`src/rtl/mastermind_pkg.sv`:
```
// Shared definitions for the mastermind datapath: peg geometry, feedback codes
// and the scorer state encoding.
package mastermind_pkg;

    localparam int NUM_PEGS = 4;
    localparam int COLOR_W  = 3;

    localparam logic [1:0] FB_NONE  = 2'd0;
    localparam logic [1:0] FB_WHITE = 2'd1;
    localparam logic [1:0] FB_BLACK = 2'd2;

    typedef enum logic [1:0] {
        IDLE    = 2'd0,
        EXACT   = 2'd1,
        PARTIAL = 2'd2,
        PUBLISH = 2'd3
    } scorer_state_t;

    // Sorted feedback digit k: blacks first, then whites, then blanks.
    function automatic logic [1:0] fb_code(input int k, input logic [2:0] black,
                                           input logic [2:0] white);
        if (k < int'(black))
            return FB_BLACK;
        else if (k < int'(black) + int'(white))
            return FB_WHITE;
        return FB_NONE;
    endfunction

endpackage

```
`src/rtl/peg_match_finder.sv`:
```
// Combinational search for the lowest unconsumed code peg whose colour
// matches one guess peg.
module peg_match_finder
    import mastermind_pkg::*;
(
    input  logic [COLOR_W-1:0]               g_i,
    input  logic [NUM_PEGS-1:0][COLOR_W-1:0] c_i,
    input  logic [NUM_PEGS-1:0]              used_c_i,
    output logic                             found_o,
    output logic [1:0]                       idx_o
);

    // Scanning downwards lets the lowest matching index win.
    always_comb begin
        found_o = 1'b0;
        idx_o   = 2'd0;
        for (int j = NUM_PEGS - 1; j >= 0; j--) begin
            if (!used_c_i[j] && (c_i[j] == g_i)) begin
                found_o = 1'b1;
                idx_o   = 2'(j);
            end
        end
    end

endmodule

```
`src/rtl/guess_scorer.sv`:
```
// Multi-cycle mastermind scorer: exact pass, four partial-match passes, then a
// publish cycle that updates feedback, turn count and win/lose status.
module guess_scorer
    import mastermind_pkg::*;
#(
    parameter int MAX_TURNS = 8,
    parameter int TURN_W    = 4
) (
    input  logic               clk,
    input  logic               reset,
    input  logic               new_game,
    input  logic               guess_valid,
    output logic               guess_ready,
    input  logic [COLOR_W-1:0] guess0,
    input  logic [COLOR_W-1:0] guess1,
    input  logic [COLOR_W-1:0] guess2,
    input  logic [COLOR_W-1:0] guess3,
    input  logic [COLOR_W-1:0] code0,
    input  logic [COLOR_W-1:0] code1,
    input  logic [COLOR_W-1:0] code2,
    input  logic [COLOR_W-1:0] code3,
    output logic               result_valid,
    output logic [2:0]         black_count,
    output logic [2:0]         white_count,
    output logic [1:0]         fb0,
    output logic [1:0]         fb1,
    output logic [1:0]         fb2,
    output logic [1:0]         fb3,
    output logic [TURN_W-1:0]  turn_count,
    output logic               game_won,
    output logic               game_lost,
    output logic [1:0]         dbg_state
);

    // Handshake: a guess is taken on any clock edge where guess_valid and
    // guess_ready are both high and new_game is low; guess/code are sampled then.
    scorer_state_t state_q, state_d;

    logic [NUM_PEGS-1:0][COLOR_W-1:0] g_q, g_d, c_q, c_d;
    logic [NUM_PEGS-1:0]              used_g_q, used_g_d, used_c_q, used_c_d;
    logic [1:0]                       idx_q, idx_d;
    logic [2:0]                       black_q, black_d, white_q, white_d;

    logic [2:0]                       black_count_q, black_count_d;
    logic [2:0]                       white_count_q, white_count_d;
    logic [NUM_PEGS-1:0][1:0]         fb_q, fb_d;
    logic [TURN_W-1:0]                turn_q, turn_d, turn_inc;
    logic                             won_q, won_d, lost_q, lost_d;

    logic                             accept;
    logic                             match_found;
    logic [1:0]                       match_idx;

    peg_match_finder u_finder (
        .g_i      (g_q[idx_q]),
        .c_i      (c_q),
        .used_c_i (used_c_q),
        .found_o  (match_found),
        .idx_o    (match_idx)
    );

    assign guess_ready = (state_q == IDLE) && !won_q && !lost_q;
    assign accept      = guess_valid && guess_ready && !new_game;
    assign turn_inc    = (turn_q >= TURN_W'(MAX_TURNS)) ? turn_q : turn_q + 1'b1;

    always_comb begin
        state_d       = state_q;
        g_d           = g_q;
        c_d           = c_q;
        used_g_d      = used_g_q;
        used_c_d      = used_c_q;
        idx_d         = idx_q;
        black_d       = black_q;
        white_d       = white_q;
        black_count_d = black_count_q;
        white_count_d = white_count_q;
        fb_d          = fb_q;
        turn_d        = turn_q;
        won_d         = won_q;
        lost_d        = lost_q;

        case (state_q)
            IDLE: begin
                if (accept) begin
                    g_d      = {guess3, guess2, guess1, guess0};
                    c_d      = {code3, code2, code1, code0};
                    used_g_d = '0;
                    used_c_d = '0;
                    idx_d    = 2'd0;
                    black_d  = 3'd0;
                    white_d  = 3'd0;
                    state_d  = EXACT;
                end
            end
            EXACT: begin
                black_d = 3'd0;
                for (int i = 0; i < NUM_PEGS; i++) begin
                    if (g_q[i] == c_q[i]) begin
                        used_g_d[i] = 1'b1;
                        used_c_d[i] = 1'b1;
                        black_d     = black_d + 3'd1;
                    end
                end
                state_d = PARTIAL;
            end
            PARTIAL: begin
                if (!used_g_q[idx_q] && match_found) begin
                    used_c_d[match_idx] = 1'b1;
                    white_d             = white_q + 3'd1;
                end
                // Results are registered on the way into PUBLISH so they are
                // already visible while result_valid is high.
                if (idx_q == 2'd3) begin
                    state_d       = PUBLISH;
                    black_count_d = black_q;
                    white_count_d = white_d;
                    for (int k = 0; k < NUM_PEGS; k++)
                        fb_d[k] = fb_code(k, black_q, white_d);
                    turn_d = turn_inc;
                    won_d  = (black_q == 3'd4);
                    lost_d = (black_q != 3'd4) && (turn_inc == TURN_W'(MAX_TURNS));
                end else begin
                    idx_d = idx_q + 2'd1;
                end
            end
            PUBLISH: state_d = IDLE;
            default: state_d = IDLE;
        endcase

        if (new_game) begin
            state_d       = IDLE;
            g_d           = '0;
            c_d           = '0;
            used_g_d      = '0;
            used_c_d      = '0;
            idx_d         = 2'd0;
            black_d       = 3'd0;
            white_d       = 3'd0;
            black_count_d = 3'd0;
            white_count_d = 3'd0;
            fb_d          = '0;
            turn_d        = '0;
            won_d         = 1'b0;
            lost_d        = 1'b0;
        end
    end

    always_ff @(posedge clk or posedge reset) begin
        if (reset) begin
            state_q       <= IDLE;
            g_q           <= '0;
            c_q           <= '0;
            used_g_q      <= '0;
            used_c_q      <= '0;
            idx_q         <= 2'd0;
            black_q       <= 3'd0;
            white_q       <= 3'd0;
            black_count_q <= 3'd0;
            white_count_q <= 3'd0;
            fb_q          <= '0;
            turn_q        <= '0;
            won_q         <= 1'b0;
            lost_q        <= 1'b0;
        end else begin
            state_q       <= state_d;
            g_q           <= g_d;
            c_q           <= c_d;
            used_g_q      <= used_g_d;
            used_c_q      <= used_c_d;
            idx_q         <= idx_d;
            black_q       <= black_d;
            white_q       <= white_d;
            black_count_q <= black_count_d;
            white_count_q <= white_count_d;
            fb_q          <= fb_d;
            turn_q        <= turn_d;
            won_q         <= won_d;
            lost_q        <= lost_d;
        end
    end

    // A clear arriving during PUBLISH suppresses the pulse.
    assign result_valid = (state_q == PUBLISH) && !new_game;
    assign black_count  = black_count_q;
    assign white_count  = white_count_q;
    assign fb0          = fb_q[0];
    assign fb1          = fb_q[1];
    assign fb2          = fb_q[2];
    assign fb3          = fb_q[3];
    assign turn_count   = turn_q;
    assign game_won     = won_q;
    assign game_lost    = lost_q;
    assign dbg_state    = state_q;

endmodule

```
`config.mk`:
```
export PLATFORM = sky130hd
export DESIGN_NAME = guess_scorer
export DESIGN_NICKNAME = d
export VERILOG_FILES = /design/src/rtl/mastermind_pkg.sv /design/src/rtl/peg_match_finder.sv /design/src/rtl/guess_scorer.sv
export SDC_FILE = /design/constraint.sdc
export NUM_CORES = 1
export LEC_CHECK = 0
export BUFFER_PORTS_ARGS = -buffer_cell sky130_fd_sc_hd__buf_2
export CORE_MARGIN = 2
export CORE_UTILIZATION = 57
export CTS_CLUSTER_DIAMETER = 50
export CTS_CLUSTER_SIZE = 28
export DETAILED_ROUTE_END_ITERATION = 8
export PLACE_DENSITY = 0.8
export SLEW_MARGIN = 20
export SYNTH_ARGS = -nofsm -noshare
export SYNTH_HDL_FRONTEND = slang
export SYNTH_SLANG_ARGS = --single-unit
```
`constraint.sdc`:
```
create_clock -name clk -period 5.19 [get_ports clk]
set_clock_uncertainty 0.05 [all_clocks]
set_input_delay 0.519 -clock clk [delete_from_list [all_inputs] [get_ports clk]]
set_output_delay 0.519 -clock clk [all_outputs]
set_load 0.01 [all_outputs]
```
# --- Word-level counts from Yosys, hierarchy flattened ---
# Cells that the tools add are included.
totals:
  out_inout_bits: 24
  wordCells: 213
  reg_bits: 62
op_classes:
  n_bitwise: 1
  eq_ne: 23
  n_reduce_logical: 42
  n_mux: 99
  add_sub_neg: 7
  n_lt_le_gt_ge: 12
op_table:
  columns: ["operator", "count"]
  rows:
  - ["$mux 12", 6]
  - ["$mux 3", 18]
  - ["$mux 2", 22]
  - ["$mux 1", 33]
  - ["$lt 1x32->1 const A", 1]
  - ["$lt 2x32->1 const A", 1]
  - ["$lt 3x32->1 const A", 1]
  - ["$mux 4", 8]
  - ["$ne 3x3->1 const B", 9]
  - ["$eq 3x3->1", 8]
  - ["$mux 8", 3]
  - ["$reduce_and 4->1", 4]
  - ["$reduce_and 3->1", 5]
  - ["$add 3x1->3 const B", 4]
  - ["$logic_and 1x1->1", 12]
  - ["$pmux 3 s2", 2]
  - ["$pmux 4 s3", 1]
  - ["$reduce_and 2->1", 5]
  - ["$logic_not 1->1", 8]
  - ["$pmux 2 s4", 1]
  - ["$pmux 4 s2", 1]
  - ["$reduce_bool 2->1", 4]
  - ["$bmux 3 s2", 1]
  - ["$eq 2x2->1 const B", 3]
  - ["19 further kinds", 23]

# --- Logic depth before layout (Yosys ltp) ---
logic_depth:
  depth_word: 21
  depth_mapped: 15
  mapped_depth_nobuf: 14

# --- Cells and area by module ---
# Synthesis repeated with hierarchy kept, for this count alone.
hier_totals:
  hier_cells: 371
  area_unflattened_um2: 3544.6
modules_own_cells:
  columns: ["module", "cells_per_inst", "instances", "area_each_um2"]
  rows:
  - ["guess_scorer", 349, 1, 3354.5]
  - ["peg_match_finder", 22, 1, 190.2]

# --- Worst setup path before layout ---
# Ideal clock, no wire load.
synth_path:
  path_type: "register -> register"
  startpoint: "register idx_q[0]"
  endpoint: "register fb_q (netlist bit fb2[0])"
  arrival_ns: 3.712
  synth_period_minus_slack_ns: 3.883
  path_slack_ns: 1.307
  n_path_buf: 1
  stages_incl_launch_ff: 15
  setup_time_ns: 0.122
  path_cell_list: "dfrtp_1 > buf_6 > mux4_2 > xor2_1 > or4_4 > a41oi_4 > xor2_1 > ha_1 > inv_1 > fa_1 > a2111oi_0 > a21oi_1 > nor2_1 > o21ai_0 > a32o_1"
synth_between:
  elab_chain_len: 21
  elab_cells_between_ends: 33
  classes_between: "1 x add/sub; 1 x order compare; 5 x eq/ne; 18 x mux; 8 x reduce/logical"
synth_rtl:
  columns: ["item", "line", "text"]
  rows:
  - ["from (decl)", "guess_scorer.sv:41", "logic [1:0] idx_q, idx_d;"]
  - ["from (signal assigned)", "guess_scorer.sv:170", "idx_q <= idx_d;"]
  - ["$bmux 3 s2", "guess_scorer.sv:55", ".g_i (g_q[idx_q]),"]
  - ["$mux 3 (implied by the code)", "guess_scorer.sv:55", null]
  - ["$eq 3x3->1", "peg_match_finder.sv:18", "if (!used_c_i[j] && (c_i[j] == g_i)) begin"]
  - ["$logic_and 1x1->1", "peg_match_finder.sv:18", null]
  - ["$mux 1 (4 in a row)", "peg_match_finder.sv:18", null]
  - ["$logic_and 1x1->1", "guess_scorer.sv:107", "if (!used_g_q[idx_q] && match_found) begin"]
  - ["$mux 3", "guess_scorer.sv:107", null]
  - ["$mux 3", "guess_scorer.sv:82", "case (state_q)"]
  - ["[2 not listed]", null, null]
  - ["$mux 1", "mastermind_pkg.sv:24", "else if (k < int'(black) + int'(white))"]
  - ["$mux 1", "mastermind_pkg.sv:22", "if (k < int'(black))"]
  - ["$mux 1", "guess_scorer.sv:113", "if (idx_q == 2'd3) begin"]
  - ["$mux 1", "guess_scorer.sv:82", null]
  - ["$mux 2", "mastermind_pkg.sv:26", "return FB_NONE;"]
  - ["$mux 8", "guess_scorer.sv:113", null]
  - ["$mux 8", "guess_scorer.sv:82", null]
  - ["$mux 8", "guess_scorer.sv:130", "if (new_game) begin"]
  - ["to (signal assigned)", "guess_scorer.sv:160", "fb_q <= '0;"]
  - ["to (signal assigned)", "guess_scorer.sv:175", "fb_q <= fb_d;"]
  - ["to (decl)", "guess_scorer.sv:46", "logic [NUM_PEGS-1:0][1:0] fb_q, fb_d;"]
# Parallel ways exist; a longest one is shown, timed or not. The select of a mux whose other input is x is not followed.
# A chain may end at the register's enable or synchronous reset.

# --- Worst setup path in the final report ---
# Same ends and word-level chain as after synthesis.

==> reports/metrics.cfg <==
[sta]
fin_tns_setup_ns=0
slew_headroom_pct=44.37
rsz0062_at_grt=false
hold_ws_ns=0.3406
period_share_pct=81.83
setup_viol=0
finalHoldViolations=0
tightest_slew_ns=0.8281
drv_slew=0
fin_crit_ns=4.247
max_freq_mhz=235.5

[routing]
drt_iter0_markers=216
avgViaCountPerCell=5.710
drc=0
ant_nets=0
post_drt_wl_per_cell_um=15.06
vias=2832
dr.pass1.iters=4
route.final.wire_length_um=7470

[global_route]
grt_max_degree=62
overflow=0
grt_pass1_wl_um=12480
gr-usage-all-layers_pct=24.46
grt_pass1_vias=2633
antenna_found_initial=0

[cts]
post_cts_buffers=0
ctsHoldBuffers=0
cts_tree=yes
clock-root-buffer=clkbuf_8
cts_max_path_buffers=2
path_clk_slew_ns=0.06
cts_buffers=9
htreeDepth=3
numClockSinks=61
clk_latency_ns=0.34
cts_resized=0

[synthesis]
synth_top_cell_area_share_pct=43.71
avgSynthCellArea_um2=9.489
ys_seq_elements=61
ys_seq_area_share_pct=43.71
syn_inst=368
synth_edf_count=0
synth_top_area_cell=dfrtp_1
synth_cell_types=49
netlist_top_cells_count=72 x nand2_1, 61 x dfrtp_1, 41 x o21ai_0
synth-async-reset-ratio_pct=100.0
ys_warn_count=0
ys.flop_type=dfrtp_1
synth_most_common_cell=nand2_1
syn-num-nets=411
syn_area_um2=3492
ys_top_cells_by_area=dfrtp_1 44%, nand2_1 7.7%, o21ai_0 5.9%

[floorplanning]
coreArea_um2=5921
rows=28
die_area_um2=6768
die_x_um=82.27
start_util_pct=58.98
fp.dieH_um=82.27
pin_count=52

[power]
ir_drop_mv=0.2368
power_w=0.001762
power_leakage_nw=1.966
p_per_area_nw_per_um2=441.7

[run]
maxCapViolCount=0

[cells_and_area]
final_area_um2=3990
final-seq-area_um2=1526
fillCellCount=455
multi_input_area_um2=1819
area_growth_pct=14.26
final_util_pct=67.39
diodes=0
final_nets=459
drive_above_1_share_pct=19.95

[status]
status=completed

[worst_setup_path]
end_kind=flop
r2r_cells=13
rrSetupSlack_ns=0.94
crit_path_start_kind=flop
crit_required_ns=5.36
arrival_ns=4.42
cp-startpoint=idx_q[0]
crit_fanout=8
worstSetupPathType=flop to flop
r2r_end=fb2[0]
r2r_start=idx_q[0]

[worst_hold_path]
hp-class=input port to asynchronous set/reset pin

[placement]
dpl.hpwl_um=5403
io_buffers=51
place_area_um2=3800
gp_congestion=0.9199

-- layer usage --
| layer | track usage (%) | share of wire (%) | vias to the layer above |
|---|---|---|---|
| met1 | 33.26 | 48 | 1347 |
| met5 | 0 | 0 | - |
| met3 | 4.891 | 4.0 | 12 |
| met2 | 37.98 | 47 | 77 |
| li1 | - | - | 1396 |
| met4 | 10.67 | 1.6 | 0 |
-- layout make-up --
cell class,instances,share of cell area (%)
inverter,18,1.693
clock buffer,16,4.766
timing repair buffer,56,7.338
sequential,61,38.26
tap,75,2.352
multi-input combinational,270,45.59
-- cell usage in the layout (no fill, tap or decap), types with 4 or more instances in the layout --
master / Yosys / routed
dfrtp_1: 61 / 61
mux4_2: 4 / 4
a22o_1: 9 / 9
xor2_1: 20 / 20
inv_1: 17 / 16
buf_4: 1 / 5
ha_1: 14 / 14
xnor2_1: 11 / 11
mux2i_1: 4 / 4
nor2_1: 15 / 15
nand2_1: 72 / 72
nor3_1: 10 / 10
o21ai_0: 41 / 41
a21o_1: 4 / 4
a21oi_1: 10 / 9
clkbuf_8: 0 / 13
nand3_1: 6 / 6
buf_2: 0 / 51
-- logic make-up after synthesis --
| group | share of synthesized area (%) |
|---|---|
| AO/OA/AOI/OAI | 18.31 |
| adder cells (fa/ha/maj) | 5.589 |
| multiplexers | 4.694 |
| AND/OR/NAND/NOR | 15.62 |
| buffers and inverters | 4.299 |
| flip-flops | 43.71 |
| XOR/XNOR | 7.775 |
-- where the power goes --
group	total [W]	internal [W]	switching, W
clock network	0.000401	0.000227	0.000175
registers	0.000629	0.000541	0.0000881
logic	0.000732	0.000301	0.000431
total	0.00176	0.00107	0.000694
-- sequential cells by signal, summed over array words and instances (netlist names), 4 cells and up --
| register | count |
|---|---|
| used_g_q | 4 |
| turn_count | 4 |
| c_q | 12 |
| g_q | 12 |
| used_c_q | 4 |
-- worst max-delay path, cell delays in order (launching register included) --
cell and delay [ns]:
dfrtp_1 0.53, mux4_2 0.63, xor2_1 0.18, or4_4 0.55, a41oi_4 0.43, xor2_1 0.23
ha_1 0.19, inv_1 0.05, fa_1 0.37, a2111oi_0 0.29, a21oi_1 0.09, nor2_1 0.17
o21ai_0 0.12, a32o_1 0.26
-- per-stage QoR --
step | instances | setup WS (ns)
final | 496 | 0.9432
after global routing | 496 | 0.5823
after CTS | 496 | 0.9348
after global placement | 480 | 1.077
after detailed placement | 480 | 0.9667
after floorplan | 368 | 1.307
-- worst max path at each step --
stage,endpoint,slack (ns),depth (start not counted)
final,fb2[0],0.94,13
after global routing,fb2[0],0.58,12
after CTS,fb2[0],0.93,13
after detailed placement,fb2[0],0.97,13
after global placement,fb2[0],1.08,13
after floorplan,fb2[0],1.31,14
Note: power is estimated with default switching activity, not from simulation.
